<file path="config.mk">
export PLATFORM = sky130hd
export DESIGN_NAME = picorv32_axil_master
export DESIGN_NICKNAME = d
export VERILOG_FILES = /design/src/rtl/picorv32_axil_master.sv
export SDC_FILE = /design/constraint.sdc
export NUM_CORES = 1
export LEC_CHECK = 0
export ABC_AREA = 1
export ABC_CLOCK_PERIOD_IN_PS = 1500
export BUFFER_PORTS_ARGS = -buffer_cell sky130_fd_sc_hd__buf_2
export CAP_MARGIN = 20
export CORE_UTILIZATION = 25
export CTS_BUF_LIST = sky130_fd_sc_hd__clkbuf_4 sky130_fd_sc_hd__clkbuf_8
export DETAILED_ROUTE_END_ITERATION = 8
export HOLD_SLACK_MARGIN = 0.12
export MAX_ROUTING_LAYER = met4
export SYNTH_ARGS = -nofsm -noshare
export SYNTH_HDL_FRONTEND = slang
export SYNTH_SLANG_ARGS = --single-unit
</file>
<file path="constraint.sdc">
create_clock -name sys_clk -period 1.5 [get_ports sys_clk]
set_clock_uncertainty 0.2 [all_clocks]
set_input_delay 0.15 -clock sys_clk [delete_from_list [all_inputs] [get_ports sys_clk]]
set_output_delay 0.15 -clock sys_clk [all_outputs]
set_load 0.02 [all_outputs]
</file>
<file path="src/rtl/picorv32_axil_master.sv">
// PicoRV32 native memory port to AXI4-lite initiator: one transaction in flight,
// AW/W accepted independently, optional wait-state watchdog.
module picorv32_axil_master #(
  parameter int TIMEOUT_CYCLES = 0
) (
  input  logic        sys_clk,
  input  logic        resetn,
  input  logic        mem_valid,
  input  logic        mem_instr,
  input  logic [31:0] mem_addr,
  input  logic [31:0] mem_wdata,
  input  logic [3:0]  mem_wstrb,
  output logic        mem_ready,
  output logic [31:0] mem_rdata,
  output logic        mem_err,
  output logic        timeout_flag,
  output logic        mem_axi_awvalid,
  input  logic        mem_axi_awready,
  output logic [31:0] mem_axi_awaddr,
  output logic [2:0]  mem_axi_awprot,
  output logic        mem_axi_wvalid,
  input  logic        mem_axi_wready,
  output logic [31:0] mem_axi_wdata,
  output logic [3:0]  mem_axi_wstrb,
  input  logic        mem_axi_bvalid,
  output logic        mem_axi_bready,
  output logic        mem_axi_arvalid,
  input  logic        mem_axi_arready,
  output logic [31:0] mem_axi_araddr,
  output logic [2:0]  mem_axi_arprot,
  input  logic        mem_axi_rvalid,
  output logic        mem_axi_rready,
  input  logic [31:0] mem_axi_rdata
);

  localparam int CW = (TIMEOUT_CYCLES > 0) ? $clog2(TIMEOUT_CYCLES + 1) : 1;
  localparam logic [CW-1:0] TMO = CW'(TIMEOUT_CYCLES);

  typedef enum logic [2:0] {IDLE, WR_REQ, WR_RESP, RD_REQ, RD_DATA, DONE} state_t;

  state_t        state, state_n;
  logic [CW-1:0] wait_cnt, wait_cnt_n, wait_inc;
  logic          in_wait, tmo_hit;

  logic        awvalid_n, wvalid_n, bready_n, arvalid_n, rready_n;
  logic        mem_ready_n, mem_err_n, timeout_flag_n;
  logic [31:0] awaddr_n, wdata_n, araddr_n, mem_rdata_n;
  logic [3:0]  wstrb_n;
  logic [2:0]  arprot_n;

  assign in_wait  = (state == WR_REQ) || (state == WR_RESP) ||
                    (state == RD_REQ) || (state == RD_DATA);
  assign wait_inc = (wait_cnt == {CW{1'b1}}) ? wait_cnt : wait_cnt + CW'(1);
  assign tmo_hit  = (TIMEOUT_CYCLES > 0) && in_wait && (wait_inc == TMO);

  always_comb begin
    state_n        = state;
    awvalid_n      = mem_axi_awvalid;
    wvalid_n       = mem_axi_wvalid;
    bready_n       = mem_axi_bready;
    arvalid_n      = mem_axi_arvalid;
    rready_n       = mem_axi_rready;
    awaddr_n       = mem_axi_awaddr;
    wdata_n        = mem_axi_wdata;
    wstrb_n        = mem_axi_wstrb;
    araddr_n       = mem_axi_araddr;
    arprot_n       = mem_axi_arprot;
    mem_rdata_n    = mem_rdata;
    mem_ready_n    = 1'b0;
    mem_err_n      = 1'b0;
    timeout_flag_n = timeout_flag;
    wait_cnt_n     = (state == IDLE) ? '0 : (in_wait ? wait_inc : wait_cnt);

    case (state)
      IDLE: if (mem_valid) begin
        if (mem_wstrb != 4'b0000) begin
          state_n   = WR_REQ;
          awvalid_n = 1'b1;
          wvalid_n  = 1'b1;
          awaddr_n  = mem_addr;
          wdata_n   = mem_wdata;
          wstrb_n   = mem_wstrb;
        end else begin
          state_n   = RD_REQ;
          arvalid_n = 1'b1;
          araddr_n  = mem_addr;
          arprot_n  = {mem_instr, 2'b00};
        end
      end
      WR_REQ: begin
        // A channel already accepted has its valid low; each drops on its own handshake.
        if (mem_axi_awready) awvalid_n = 1'b0;
        if (mem_axi_wready)  wvalid_n  = 1'b0;
        if ((!mem_axi_awvalid || mem_axi_awready) && (!mem_axi_wvalid || mem_axi_wready)) begin
          state_n  = WR_RESP;
          bready_n = 1'b1;
        end
      end
      WR_RESP: if (mem_axi_bvalid) begin
        bready_n    = 1'b0;
        state_n     = DONE;
        mem_ready_n = 1'b1;
      end
      RD_REQ: if (mem_axi_arready) begin
        arvalid_n = 1'b0;
        rready_n  = 1'b1;
        state_n   = RD_DATA;
      end
      RD_DATA: if (mem_axi_rvalid) begin
        mem_rdata_n = mem_axi_rdata;
        rready_n    = 1'b0;
        state_n     = DONE;
        mem_ready_n = 1'b1;
      end
      DONE:    state_n = IDLE;
      default: state_n = IDLE;
    endcase

    // A response landing on the limit cycle still completes normally.
    if (tmo_hit && state_n != DONE) begin
      state_n        = DONE;
      awvalid_n      = 1'b0;
      wvalid_n       = 1'b0;
      bready_n       = 1'b0;
      arvalid_n      = 1'b0;
      rready_n       = 1'b0;
      mem_ready_n    = 1'b1;
      mem_err_n      = 1'b1;
      mem_rdata_n    = 32'h0;
      timeout_flag_n = 1'b1;
    end
  end

  always_ff @(posedge sys_clk) begin
    if (!resetn) begin
      state           <= IDLE;
      wait_cnt        <= '0;
      mem_axi_awvalid <= 1'b0;
      mem_axi_wvalid  <= 1'b0;
      mem_axi_bready  <= 1'b0;
      mem_axi_arvalid <= 1'b0;
      mem_axi_rready  <= 1'b0;
      mem_axi_awaddr  <= '0;
      mem_axi_awprot  <= '0;
      mem_axi_wdata   <= '0;
      mem_axi_wstrb   <= '0;
      mem_axi_araddr  <= '0;
      mem_axi_arprot  <= '0;
      mem_rdata       <= '0;
      mem_ready       <= 1'b0;
      mem_err         <= 1'b0;
      timeout_flag    <= 1'b0;
    end else begin
      state           <= state_n;
      wait_cnt        <= wait_cnt_n;
      mem_axi_awvalid <= awvalid_n;
      mem_axi_wvalid  <= wvalid_n;
      mem_axi_bready  <= bready_n;
      mem_axi_arvalid <= arvalid_n;
      mem_axi_rready  <= rready_n;
      mem_axi_awaddr  <= awaddr_n;
      mem_axi_awprot  <= 3'b000;
      mem_axi_wdata   <= wdata_n;
      mem_axi_wstrb   <= wstrb_n;
      mem_axi_araddr  <= araddr_n;
      mem_axi_arprot  <= arprot_n;
      mem_rdata       <= mem_rdata_n;
      mem_ready       <= mem_ready_n;
      mem_err         <= mem_err_n;
      timeout_flag    <= timeout_flag_n;
    end
  end

endmodule

</file>
==> results of run 1 <==
[worst max path at each step]
stage | start | end | slack, ns | cells past startpoint
after detailed placement | state[0]$_SDFFE_PN0P_ | mem_rdata[3]$_SDFFE_PN0P_ | -0.16 | 8
final | state[0]$_SDFFE_PN0P_ | mem_axi_awaddr[22]$_SDFFE_PN0P_ | -0.05 | 8
after global placement | state[0]$_SDFFE_PN0P_ | mem_rdata[3]$_SDFFE_PN0P_ | -0.15 | 8
after global routing | state[0]$_SDFFE_PN0P_ | mem_axi_awaddr[22]$_SDFFE_PN0P_ | -0.14 | 8
after floorplan | state[0]$_SDFFE_PN0P_ | mem_axi_araddr[10]$_SDFFE_PN0P_ | 0.006 | 7
after CTS | state[1]$_SDFFE_PN0P_ | mem_rdata[8]$_SDFFE_PN0P_ | -0.04 | 8
[per-stage QoR]
stage / hold WS [ns] / total power [mW]
global placement: 0.141 / 9.15
finish: 0.145 / 13.4
CTS: 0.121 / 13.0
detailed placement: 0.143 / 9.18
floorplan: 0.0400 / 7.49
global route: 0.165 / 14.3
[registers in the layout (all words and copies together) (netlist names)]
register         count
mem_ready            1
mem_axi_rready       1
mem_axi_awaddr      32
mem_axi_wstrb        4
mem_axi_awvalid      1
mem_axi_araddr      32
mem_rdata           32
mem_axi_wdata       32
mem_axi_wvalid       1
state                3
mem_axi_bready       1
mem_axi_arvalid      1
mem_axi_arprot       1
[where the power goes]
group / switching (mW) / total [mW] / internal (mW)
Combinational: 3.05 / 5.18 / 2.13
Sequential: 0.375 / 4.90 / 4.52
Clock: 1.57 / 3.36 / 1.79
[worst max-delay path, stage by stage, from the launching register on]
cell                        delay (ns)
sky130_fd_sc_hd__dfxtp_2          0.34
sky130_fd_sc_hd__nor2_4           0.14
sky130_fd_sc_hd__nand2_4          0.07
sky130_fd_sc_hd__inv_2            0.06
sky130_fd_sc_hd__nand3_4          0.14
sky130_fd_sc_hd__buf_12           0.19
sky130_fd_sc_hd__clkbuf_16        0.16
sky130_fd_sc_hd__o21ai_2          0.11
sky130_fd_sc_hd__nor2_1           0.04
[repair_timing]
item	in CTS	in global routing
setup endpoints to repair	100	141
endpoints found under the hold margin	142	0
buffers inserted	3	5
cloned	1	9
resized for setup	62	149
hold buffers	109	0
pin swaps	6	28
[logic make-up (layout without fill, tap and decap cells)]
logic type | after synthesis | after routing | share of synthesized area [%]
AOI/OAI and AO/OA | 143 | 143 | 14.0
buffers and inverters | 65 | 455 | 6.29
DFF | 142 | 142 | 55.6
other | 1 | 8 | 0.0733
and+or+nand+nor | 313 | 313 | 24.1
[cells in the mapped netlist (all sizes together)]
master | number | area share, %
nor2 | 283 | 21
a21oi | 6 | 0.59
nand2 | 18 | 1.5
clkbuf | 22 | 1.6
buf | 26 | 3.4
dfxtp | 142 | 56
conb | 1 | 0.073
nor3 | 1 | 0.32
nand3 | 11 | 1.3
inv | 17 | 1.2
o21ai | 137 | 13
[area by class of cell]
| class | count | area (µm²) | area share (%) |
|---|---|---|---|
| antenna | 1 | 2.50 | 0.0273 |
| timing repair buffer | 406 | 3050 | 33.3 |
| clock inverter | 12 | 159 | 1.73 |
| clock buffer | 20 | 275 | 3.01 |
| multi-input combinational | 463 | 2410 | 26.3 |
| sequential | 142 | 2850 | 31.1 |
| inverter | 17 | 78.8 | 0.861 |
| tap | 265 | 332 | 3.62 |
[routing by layer]
| layer | vias up | wire [µm] | global-route usage (%) |
|---|---|---|---|
| met5 | - | 0 | - |
| met4 | 0 | 458 | 6.70 |
| met3 | 45 | 1030 | 4.97 |
| met2 | 193 | 9120 | 28.5 |
| met1 | 2636 | 7770 | 18.4 |
| li1 | 2879 | - | - |
==> metrics.log, run 1 <==
[metrics] Die Wd: 145 µm
[metrics] Clock Root Buffer: sky130_fd_sc_hd__clkbuf_8
[metrics] count of input and output buffers: 247
[metrics] power per cell area: 1470 nW/µm²
[metrics] startpoint of the tightest hold check path: mem_wstrb[2]
[metrics] cells after synthesis: 664
[metrics] Endpoint, Worst Hold: state[1]$_SDFFE_PN0P_
[metrics] number of failing setup endpoints in the final timing report: 98
[metrics] count of clock tree sinks: 142
[metrics] RSZ-0062 raised after global routing: true
[metrics] floorplan die area: 21000 µm²
[metrics] deepest clock path buffer count: 2
[metrics] largest net degree at the start of global routing: 45
[metrics] result of the run: finished with violations
[metrics] initial standard-cell utilization of the core: 25.9%
[metrics] HP Class: input pin to flop
[metrics] number of synthesized register bits: 142
[metrics] required time of the worst setup path: 1.65 ns
[metrics] cell area after placement: 6830 µm²
[metrics] CP Class: flop to flop
[metrics] global-route usage over all layers: 16.8%
[metrics] commonest non-fill, non-tap cells in the layout: 246 x sky130_fd_sc_hd__buf_2, 242 x sky130_fd_sc_hd__nor2_1, 139 x sky130_fd_sc_hd__dfxtp_1, 109 x sky130_fd_sc_hd__dlygate4sd3_1, 68 x sky130_fd_sc_hd__o21ai_0
[metrics] violated checks: negative setup slack
[metrics] synthesis warning total: 0
[metrics] static leakage: 4.38 nW
[metrics] Layout Cell Area excl Fill: 9160 µm²
[metrics] Site Rows: 51
[metrics] via count of the first global-routing pass: 5584
[metrics] largest fanout on the critical path: 6
[metrics] Initial DRT Pass Iterations: 4
[metrics] Max IR drop VDD: 496 µV
[metrics] post-route setup slack: -0.0530 ns
[metrics] clock latency of the later-clocked register in the worst-skew pair: 0.44 ns
[metrics] Wirelength per Cell: 13.9 µm
[metrics] layout overhead on the synthesized area: 79.1%
[metrics] max-slew violation count: 0
[metrics] final RePlAce weighted congestion: 0.802
[metrics] Netlist Area Pre-Place: 5110 µm²
[metrics] area of the core: 19800 µm²
[metrics] Fmax achieved: 644 MHz
[metrics] layout cell share with drive strength beyond 1: 40.8%
[metrics] R2R Setup Slk: -0.05 ns
[metrics] per-cell via count in the routed design: 4.34
[metrics] initial detailed-routing violation count: 192
[metrics] max-cap viol count: 0
[metrics] startpoint type of the worst setup path: flop
[metrics] most common library cell in the layout ignoring fill and taps: sky130_fd_sc_hd__buf_2
[metrics] Data arrival, critical path: 1.70 ns
[metrics] remaining routing DRC violations: 0
[metrics] Reg-to-Reg Start: state[0]$_SDFFE_PN0P_
[metrics] clock-pin slew on the worst setup and hold paths: 0.08 ns
[metrics] count of pins on the block boundary: 255
[metrics] final period utilization: 104%
[metrics] pre-CTS worst setup slack: -0.162 ns
[metrics] via count: 5753
[metrics] setup TNS: -1.86 ns
[metrics] maximum level of the CTS H-tree: 4
[metrics] Congestion Overflow GR: 0
[metrics] kind of capture point of the worst setup path: flop
[metrics] Post-DRT Antenna Nets: 0
[metrics] Cell variety after synth: 21
[metrics] sequential fraction of the synthesis area: 55.6%
[metrics] syn avg cell area: 7.70 µm²
[metrics] initial antenna violation count: 1
[metrics] die outline height: 145 µm
[metrics] Tmin final: 1.55 ns
[metrics] DPL Wire Length: 11200 µm
[metrics] wire length of the first global-routing pass: 27300 µm
[metrics] filler cell count in the final layout: 1914
[metrics] capturing point of the worst reg2reg path: mem_axi_awaddr[22]$_SDFFE_PN0P_
[metrics] core utilization of the finished layout: 46.3%
[metrics] Post-layout nets: 1156
[metrics] reg2reg path depth: 8
[metrics] placed cells: 1168
[metrics] clock tree from TritonCTS: done
[metrics] count of placed standard cells in the final layout, fillers left out: 1326
[metrics] Routed Wire Length: 18400 µm
[metrics] hold violation count in the final report: 0
[metrics] number of cells on the worst hold path: 9
[metrics] total clock buffers created by CTS: 17
No activity file was read; power rests on OpenSTA's default activity.
==> inputs of run 2 (changes only) <==
- CTS_BUF_LIST: sky130_fd_sc_hd__clkbuf_4 sky130_fd_sc_hd__clkbuf_8 -> sky130_fd_sc_hd__clkbuf_4
==> run 2 against run 1 <==
Net effect: the flow still finishes with violations (negative setup slack); critical path depth up 2; flip-flop and latch count stayed put; non-clock buffer count grew 63; first-iteration DRC count increased by 18%; register-to-register slack worse by 0.05 ns; global-route usage grew 1.3 points; utilization rose by 5.1 points; setup slack worse by 0.060 ns; combinational power is 16% higher; critical path type is now input pin to flop; highest routed layer unchanged.
==> metrics.log, run 2 (synthesis results as in run 1) <==
[metrics] Initial DRT Pass Iterations: 4
[metrics] number of hold-repair buffers added at the cts stage: 162
[metrics] worst path cell trace: buf_2, dlygate4sd3_1, nor2_2, nand2_2, nand3_4, clkinv_8, buf_12, clkbuf_16, nor2_1, nor2_1
[metrics] layout overhead on the synthesized area: 98.8%
[metrics] commonest non-fill, non-tap cells in the layout: 228 x sky130_fd_sc_hd__nor2_1, 162 x sky130_fd_sc_hd__dlygate4sd3_1, 140 x sky130_fd_sc_hd__buf_4, 119 x sky130_fd_sc_hd__buf_2, 91 x sky130_fd_sc_hd__dfxtp_2
[metrics] slowest stage delay, CP: 0.59 ns
[metrics] clock tree from TritonCTS: done
[metrics] count of input and output buffers: 247
[metrics] startpoint type of the worst setup path: input pin
[metrics] Wirelength per Cell: 14.8 µm
[metrics] Worst setup endpoint: mem_axi_wdata[24]$_SDFFE_PN0P_
[metrics] power per cell area: 1350 nW/µm²
[metrics] global-route usage over all layers: 18.1%
[metrics] floorplan die area: 21000 µm²
[metrics] deepest clock path buffer count: 2
[metrics] final RePlAce weighted congestion: 0.802
[metrics] RSZ-0062 raised after global routing: true
[metrics] core utilization of the finished layout: 51.4%
[metrics] most common library cell in the layout ignoring fill and taps: sky130_fd_sc_hd__nor2_1
[metrics] wire length of the first global-routing pass: 29300 µm
[metrics] final period utilization: 108%
[metrics] via count of the first global-routing pass: 5902
[metrics] HP Class: input pin to flop
[metrics] largest fanout on the critical path: 6
[metrics] largest net degree at the start of global routing: 45
[metrics] Data arrival, critical path: 1.86 ns
[metrics] cell area after placement: 6830 µm²
[metrics] required time of the worst setup path: 1.75 ns
[metrics] launching element of the worst setup path: mem_wstrb[3]
[metrics] Post-layout nets: 1219
[metrics] Die Wd: 145 µm
[metrics] max-cap viol count: 0
[metrics] area of the core: 19800 µm²
[metrics] R2R Setup Slk: -0.10 ns
[metrics] initial antenna violation count: 1
[metrics] hold violation count in the final report: 0
[metrics] count of clock tree sinks: 142
[metrics] switching power as a share of total power: 37.5%
[metrics] post-route setup slack: -0.113 ns
[metrics] Routed Wire Length: 20600 µm
[metrics] Post-DRT Antenna Nets: 0
[metrics] violated checks: negative setup slack
[metrics] die outline height: 145 µm
[metrics] Congestion Overflow GR: 0
[metrics] total clock buffers created by CTS: 17
[metrics] maximum level of the CTS H-tree: 4
[metrics] count of pins on the block boundary: 255
[metrics] fraction of power consumed by sequential logic: 36.9%
[metrics] kind of capture point of the worst setup path: flop
[metrics] initial standard-cell utilization of the core: 25.9%
[metrics] Max IR drop VDD: 448 µV
[metrics] initial detailed-routing violation count: 226
[metrics] static leakage: 4.65 nW
[metrics] CP Class: input pin to flop
[metrics] result of the run: finished with violations
[metrics] DPL Wire Length: 11200 µm
[metrics] proportion of power drawn by combinational gates: 43.9%
[metrics] Reg-to-Reg Start: state[0]$_SDFFE_PN0P_
[metrics] Tmin final: 1.61 ns
[metrics] remaining routing DRC violations: 0
[metrics] Fmax achieved: 620 MHz
[metrics] WP depth: 10
[metrics] library cell contributing the largest single delay on the critical path: sky130_fd_sc_hd__dlygate4sd3_1
[metrics] Site Rows: 51
[metrics] library cell appearing most often on the critical path: sky130_fd_sc_hd__nor2_1
[metrics] Layout Cell Area excl Fill: 10200 µm²
[metrics] capturing point of the worst reg2reg path: mem_rdata[25]$_SDFFE_PN0P_
[metrics] number of failing setup endpoints in the final timing report: 137
[metrics] net switching power of the design: 5.15 mW
[metrics] Crit path max-delay family: buffers and inverters
[metrics] cell-internal power: 8.59 mW
[metrics] per-cell via count in the routed design: 4.41
[metrics] via count: 6124
[metrics] layout cell share with drive strength beyond 1: 47.2%
[metrics] Buf+Inv Stages, Crit Path: 5
[metrics] max-slew violation count: 0
[metrics] reg2reg path depth: 8
[metrics] clock latency of the later-clocked register in the worst-skew pair: 0.56 ns
[metrics] clock network power share: 19.2%
[metrics] Clock Root Buffer: sky130_fd_sc_hd__clkbuf_4
[metrics] clock-pin slew on the worst setup and hold paths: 0.13 ns
## run 2: repair_timing
item | 4_1_cts | 5_1_grt
endpoints found under the hold margin | 142 | 1
endpoints found under the setup margin | 133 | 271
resized for setup | 87 | 366
pin swaps | 5 | 42
cloned | 2 | 11
buffers inserted | 3 | 11
## run 2: cell type report
type | instances | area [µm²]
fill | 1797 | 9610
antenna | 1 | 2.50
timing repair buffer | 469 | 4120
multi-input combinational | 463 | 2370
clock inverter | 15 | 170
inverter | 17 | 91.3
sequential | 142 | 2960
clock buffer | 17 | 128
tap | 265 | 332
## run 2: through the flow
stage	worst slack, ns	setup TNS (ns)	std cells	total power, mW	hold WS (ns)
after floorplan	0.00575	0	670	7.49	0.0400
after global placement	-0.153	-11.28	1168	9.15	0.141
after detailed placement	-0.162	-11.74	1168	9.18	0.143
after CTS	-0.0613	-2.89	1367	12.4	0.121
after global routing	-0.172	-18.40	1389	14.5	0.0929
final	-0.113	-8.34	1389	13.7	0.115
## run 2: layer usage
metal  global-route usage [%]  routed length (µm)  up-vias
met5                        -                   0        -
met4                     6.49                 548        0
met3                     5.50                1210       48
met2                     31.3               10500      231
met1                     19.6                8350     2833
li1                         -                   -     3012
## run 2: power by group through the flow
stage,combinational [mW],clock (mW),sequential (mW)
2_1_floorplan,1.65,0,5.85
3_3_place_gp,4.22,0,4.93
3_5_place_dp,4.23,0,4.95
4_1_cts,4.80,2.76,4.88
5_1_grt,6.46,2.93,5.16
6_report,6.03,2.64,5.07
## run 2: tightest hold or removal path: stages
cell and delay, ns:
sky130_fd_sc_hd__buf_2 0.08, sky130_fd_sc_hd__nor2_1 0.05, sky130_fd_sc_hd__nand2_2 0.11, sky130_fd_sc_hd__nor3_4 0.05, sky130_fd_sc_hd__buf_6 0.14, sky130_fd_sc_hd__buf_6 0.12
sky130_fd_sc_hd__o21ai_2 0.10, sky130_fd_sc_hd__nor2_1 0.04
## run 2: worst min path at each step
stage,startpoint,cells after the start,endpoint,slack [ns]
6_report,mem_wstrb[0],8,mem_axi_araddr[18]$_SDFFE_PN0P_,0.12
2_1_floorplan,mem_axi_awready,1,mem_axi_awvalid$_SDFFE_PN0P_,0.04
4_1_cts,mem_addr[11],4,mem_axi_araddr[11]$_SDFFE_PN0P_,0.12
3_3_place_gp,mem_axi_wready,2,mem_axi_wvalid$_SDFFE_PN0P_,0.14
3_5_place_dp,mem_axi_awready,2,mem_axi_awvalid$_SDFFE_PN0P_,0.14
5_1_grt,mem_wstrb[0],8,mem_axi_araddr[18]$_SDFFE_PN0P_,0.09
